$ cat src/rtl/bridge_defs.sv
// Shared bridge definitions: datapath width, egress FIFO sizing and packet control codes.
`ifndef EGR_BRIDGE_DEFS_SV
`define EGR_BRIDGE_DEFS_SV

`define PFW_SZ        64
`define TX_FIFO_DEPTH 16
`define TX_USG_SZ     5

// Packet control codes: what the producer side does to the FIFO in a cycle.
`define PCC_IDLE   2'b00
`define PCC_DATA   2'b01
`define PCC_COMMIT 2'b10
`define PCC_ABORT  2'b11

`endif

$ cat src/rtl/egr_pkt_fifo_pkg.sv
// Egress packet FIFO package: sizing constants and producer-side control decode.
`ifndef EGR_BRIDGE_DEFS_SV
`include "bridge_defs.sv"
`endif

package egr_pkt_fifo_pkg;

  localparam int unsigned PFW_W    = `PFW_SZ;
  localparam int unsigned TX_DEPTH = `TX_FIFO_DEPTH;
  localparam int unsigned TX_USG_W = `TX_USG_SZ;

  typedef enum logic [1:0] {
    PCC_IDLE   = `PCC_IDLE,
    PCC_DATA   = `PCC_DATA,
    PCC_COMMIT = `PCC_COMMIT,
    PCC_ABORT  = `PCC_ABORT
  } pcc_e;

  // Abort dominates everything; commit only counts on an accepted write.
  function automatic pcc_e pcc_decode(input logic wr_fire,
                                      input logic commit,
                                      input logic abort);
    if (abort)    return PCC_ABORT;
    if (!wr_fire) return PCC_IDLE;
    if (commit)   return PCC_COMMIT;
    return PCC_DATA;
  endfunction

endpackage

$ cat src/rtl/egr_pfifo_mem.sv
// Egress FIFO storage: one synchronous write port, one asynchronous read port, no reset.
module egr_pfifo_mem #(
  parameter int unsigned depth = 16,
  parameter int unsigned width = 64
) (
  input  logic                     clk,
  input  logic                     wr_en_i,
  input  logic [$clog2(depth)-1:0] wr_addr_i,
  input  logic [width-1:0]         wr_data_i,
  input  logic [$clog2(depth)-1:0] rd_addr_i,
  output logic [width-1:0]         rd_data_o
);

  logic [width-1:0] mem_q [depth];

  // Word write; contents survive reset by design.
  always_ff @(posedge clk) begin
    if (wr_en_i) begin
      mem_q[wr_addr_i] <= wr_data_i;
    end
  end

  // Read is a plain mux off the read pointer.
  assign rd_data_o = mem_q[rd_addr_i];

endmodule

$ cat src/rtl/egr_pkt_fifo.sv
// Egress packet FIFO: words become visible to the consumer only once their packet
// is committed; an abort rolls the speculative write pointer back to the last commit.
module egr_pkt_fifo
  import egr_pkt_fifo_pkg::*;
#(
  parameter int unsigned depth = `TX_FIFO_DEPTH,
  parameter int unsigned width = `PFW_SZ
) (
  input  logic                clk,
  input  logic                reset,
  input  logic                c_srdy,
  output logic                c_drdy,
  input  logic [width-1:0]    c_data,
  input  logic                c_commit,
  input  logic                c_abort,
  output logic                p_srdy,
  input  logic                p_drdy,
  output logic [width-1:0]    p_data,
  output logic [TX_USG_W-1:0] tx_usage
);

  // Pointers carry one extra wrap bit so full and empty are distinguishable.
  localparam int unsigned AW = $clog2(depth);
  localparam int unsigned PW = AW + 1;

  logic [PW-1:0] wr_ptr_q,  wr_ptr_d;
  logic [PW-1:0] com_ptr_q, com_ptr_d;
  logic [PW-1:0] rd_ptr_q,  rd_ptr_d;
  logic [PW-1:0] occ;
  logic          wr_fire;
  logic          rd_fire;
  logic          mem_we;
  pcc_e          pcc;

  // Status derived purely from pointer flops.
  assign occ      = wr_ptr_q - rd_ptr_q;
  assign c_drdy   = (occ != PW'(depth));
  assign p_srdy   = (com_ptr_q != rd_ptr_q);
  assign tx_usage = TX_USG_W'(occ);

  // Handshakes and producer-side control classification.
  assign wr_fire = c_srdy & c_drdy;
  assign rd_fire = p_srdy & p_drdy;
  assign pcc     = pcc_decode(wr_fire, c_commit, c_abort);
  assign mem_we  = (pcc == PCC_DATA) || (pcc == PCC_COMMIT);

  // Next-state pointers; read side is independent of the producer side.
  always_comb begin
    wr_ptr_d  = wr_ptr_q;
    com_ptr_d = com_ptr_q;
    rd_ptr_d  = rd_ptr_q;
    unique case (pcc)
      PCC_IDLE: ;
      PCC_DATA: begin
        wr_ptr_d = wr_ptr_q + PW'(1);
      end
      PCC_COMMIT: begin
        wr_ptr_d  = wr_ptr_q + PW'(1);
        com_ptr_d = wr_ptr_q + PW'(1);
      end
      PCC_ABORT: begin
        wr_ptr_d = com_ptr_q;
      end
    endcase
    if (rd_fire) begin
      rd_ptr_d = rd_ptr_q + PW'(1);
    end
  end

  // Pointer registers with synchronous reset; reset drops all queued data.
  always_ff @(posedge clk) begin
    if (reset) begin
      wr_ptr_q  <= '0;
      com_ptr_q <= '0;
      rd_ptr_q  <= '0;
    end else begin
      wr_ptr_q  <= wr_ptr_d;
      com_ptr_q <= com_ptr_d;
      rd_ptr_q  <= rd_ptr_d;
    end
  end

  egr_pfifo_mem #(
    .depth (depth),
    .width (width)
  ) u_mem (
    .clk       (clk),
    .wr_en_i   (mem_we),
    .wr_addr_i (wr_ptr_q[AW-1:0]),
    .wr_data_i (c_data),
    .rd_addr_i (rd_ptr_q[AW-1:0]),
    .rd_data_o (p_data)
  );

endmodule

$ cat config.mk
export PLATFORM = sky130hd
export DESIGN_NAME = egr_pkt_fifo
export DESIGN_NICKNAME = d
export VERILOG_FILES = /design/src/rtl/egr_pkt_fifo_pkg.sv /design/src/rtl/egr_pfifo_mem.sv /design/src/rtl/egr_pkt_fifo.sv
export VERILOG_INCLUDE_DIRS = /design/src /design/src/rtl
export SDC_FILE = /design/constraint.sdc
export NUM_CORES = 1
export LEC_CHECK = 0
export CAP_MARGIN = 0
export CELL_PAD_IN_SITES_DETAIL_PLACEMENT = 0
export CELL_PAD_IN_SITES_GLOBAL_PLACEMENT = 1
export CORE_MARGIN = 3
export CORE_UTILIZATION = 59
export CTS_CLUSTER_SIZE = 12
export DETAILED_ROUTE_END_ITERATION = 10
export GPL_TIMING_DRIVEN = 0
export PLACE_DENSITY_LB_ADDON = 0.1
export SLEW_MARGIN = 20
export SYNTH_ARGS = -nofsm -noshare
export SYNTH_HDL_FRONTEND = slang
export SYNTH_SLANG_ARGS = --single-unit
$ cat constraint.sdc
create_clock -name clk -period 19.8 [get_ports clk]
set_input_delay 1.98 -clock clk [delete_from_list [all_inputs] [get_ports clk]]
set_output_delay 1.98 -clock clk [all_outputs]
set_load 0.01 [all_outputs]
==> results_dict.tcl <==
set metrics [dict create \
    dpl_cell_area_um2 43860 \
    drtIter0Drc 2157 \
    path_common_cell "clkbuf_1" \
    synth_flop_cell "edfxtp_1" \
    grt_pass1_wl_mm 127.7 \
    clkTransAtPathRegs_ns 0.06 \
    p_int_mw 3.981 \
    clkPwrFrac_pct 34.6 \
    setup_ws_ns 13.75 \
    cts_htree_levels 3 \
    min_period_ns 6.047 \
    pwr-share-seq_pct 48.4 \
    drive_gt1_share_pct 28.80 \
    chipWidth_um 265.5 \
    grt_antenna_before_repair 3 \
    power_frac_comb_pct 17.1 \
    power_density_nw_per_um2 110.4 \
    grt_usage_pct 25.47 \
    ant_nets 0 \
    netlist_area_um2 39740 \
    place_ws_ns 14.40 \
    slew_viol_final 0 \
    hold_viol_final 0 \
    fillers 3822 \
    hold_class "register to register" \
    yosysWarningCount 0 \
    rr_worst_depth 14 \
    viasPerCell 6.403 \
    final_core_util_pct 70.83 \
    fin_crit_sh_pct 30.54 \
    die_h_um 265.5 \
    wl_per_cell_um 30.86 \
    syn2layout_area_growth_pct 18.02 \
    max_freq_mhz 165.4 \
    synth_edf_count 1024 \
    max_slew.worst_pin.slew_ns 1.071 \
    via_count 18108 \
    cts_resized 0 \
    drt-total-wl_mm 87.27 \
    r2r-end "u_mem.mem_q[9][36]$_DFFE_PP_" \
    synth_nets 1647 \
    r2r_setup_slack_ns 15.00 \
    skew_ns 0.01712 \
    startpoint_type "register" \
    design.die.area_um2 70510 \
    path_class "register to primary output" \
    start_util_pct 60.02 \
    syn_inst 1564 \
    p_leak_nw 14.50 \
    crit_path_top_delay_cell "clkbuf_1" \
    cts_buffers 104 \
    core_um2 66220 \
    grt_pass1_vias 18789 \
    root_buffer "clkbuf_16" \
    synthTopCellsByCount "edfxtp_1 (1024), mux4_2 (296), clkbuf_1 (31)" \
    post-synth-top-count-cell "edfxtp_1" \
    worstHoldStart "com_ptr_q[3]$_SDFFE_PP0N_" \
    clock_sinks 1043 \
    ys_seq_elements 1043 \
    cts_hold_buffers 0 \
    ir_drop_mv 0.08642 \
    required_ns 17.82 \
    max_cap_violations 0 \
    io-pin-count 141 \
    worst_ep_arrival_time_ns 4.07 \
    p_sw_mw 1.197 \
    slew_headroom_pct 28.59 \
    setup_violations 0 \
    finalSetupTns_ns 0 \
    status "complete, no violations" \
    synth.top_cell.area_share_pct 77.38 \
    synth-seq-area-share_pct 78.33 \
    r2r-start "wr_ptr_q[0]$_SDFFE_PP0P_" \
    gr-total-overflow 0 \
    port-buffer-count 139 \
    crit_path_max_fanout 10 \
    async_flop_share_pct 0 \
    cts_setup_buffers 0 \
    swShare_pct 23.12 \
    yosys.area.top_type "edfxtp_1" \
    ys_top_cells_by_area "edfxtp_1 (77%), mux4_2 (17%), mux4_1 (1.6%), dfxtp_1 (0.96%), buf_6 (0.68%)" \
    design_area_um2 46900 \
    avgSynthCellArea_um2 25.41 \
    grt_max_degree 18 \
    slowest_delay_ns 0.78 \
    clk_latency_ns 0.64 \
    rsz0062_at_grt "false" \
    endpoint "p_data[50]" \
    worstSetupEndpointType "primary output" \
    path_cells "clkbuf_1 > clkbuf_1 > mux4_1 > mux4_2 > clkdlybuf4s50_1" \
    fp-row-count 94 \
    yosys.cell_types.count 36 \
    gp_congestion 0.7449 \
    ctsLongestPathBuffers 3 \
    drt_drc_violations_left 0 \
    hpwl_mm 55.60 \
    first_pass_iters 5 \
    cts_tree "done" \
    nets 1984 \
]
==> layout by cell type, fill, tap and decap left out, drive strengths merged, types with 2 or more instances in the layout <==
cell | Yosys | routed
a31o | 2 | 2
clkinv | 0 | 27
a21oi | 7 | 7
nand2 | 8 | 8
clkdlybuf4s50 | 0 | 139
a211oi | 6 | 6
dfxtp | 19 | 19
bufinv | 0 | 2
o21ai | 3 | 3
diode | 0 | 2
nor2 | 28 | 28
inv | 9 | 10
nand3 | 2 | 2
xnor2 | 7 | 7
mux4 | 320 | 320
ha | 12 | 12
buf | 47 | 136
a31oi | 4 | 4
nand2b | 6 | 6
clkbuf | 31 | 171
mux2i | 3 | 3
nor3 | 6 | 6
xor2 | 9 | 9
edfxtp | 1024 | 1024
==> per-stage QoR <==
step | hold WS, ns | std cells | power (mW)
floorplan | 0.4859 | 1564 | 3.102
global placement | 0.5003 | 2567 | 3.430
detailed placement | 0.5145 | 2659 | 3.450
CTS | 0.5222 | 2826 | 5.224
global route | 0.5497 | 2826 | 5.361
finish | 0.5252 | 2828 | 5.178
==> worst max-delay path: cells and delay by family, from the launching register on <==
| kind | cells | cell delay (ns) |
|---|---|---|
| buf+inv | 3 | 2.04 |
| mux | 2 | 0.94 |
| flops | 1 | 0.45 |
==> cell families after synthesis <==
family	Yosys count	share of synthesized area, %
buf+inv	87	1.382
xor+xnor	16	0.3526
mux	323	18.44
compound gates	27	0.4439
simple gates	55	0.6234
fa+ha+maj	13	0.4282
flops	1043	78.33
==> final cells by class <==
type	instances	area, um2	area share (%)
Timing Repair Buffer	231	2922	6.229
Sequential cell	1043	31130	66.38
Buffer	78	521.8	1.112
Antenna cell	2	5.005	0.01067
Clock inverter	30	193.9	0.4135
Tap cell	864	1081	2.305
Multi-Input combinational cell	434	8172	17.42
Clock buffer	137	2841	6.059
Inverter	9	33.78	0.07203
==> sequential cells by signal, indices dropped and copies added (netlist names), named ones only <==
register / flops
u_mem.mem_q: 1024
wr_ptr_q: 5
rd_ptr_q: 5
com_ptr_q: 5
==> metal layers <==
metal / track usage, % / share of wire, % / up-vias
met5: 0 / 0.015 / -
met4: 5.677 / 1.5 / 2
met3: 4.394 / 7.7 / 93
met2: 40.90 / 50 / 788
met1: 37.91 / 41 / 9743
li1: - / - / 7482
==> worst min path at each step <==
stage / endpoint / slack [ns] / depth (start not counted)
CTS: com_ptr_q[3]$_SDFFE_PP0N_ / 0.52 / 2
global route: com_ptr_q[2]$_SDFFE_PP0N_ / 0.55 / 2
detailed placement: com_ptr_q[3]$_SDFFE_PP0N_ / 0.51 / 2
global placement: com_ptr_q[4]$_SDFFE_PP0N_ / 0.50 / 2
floorplan: com_ptr_q[4]$_SDFFE_PP0N_ / 0.49 / 2
finish: com_ptr_q[3]$_SDFFE_PP0N_ / 0.53 / 2
==> power by group through the flow <==
stage               Clock, mW  Sequential (mW)  Combinational, mW
global placement            0             2.57              0.864
detailed placement          0             2.55              0.900
floorplan                   0             2.55              0.550
global route             1.91             2.51              0.942
finish                   1.79             2.50              0.885
CTS                      1.82             2.50              0.905
Note: power is estimated with default switching activity, not from simulation.
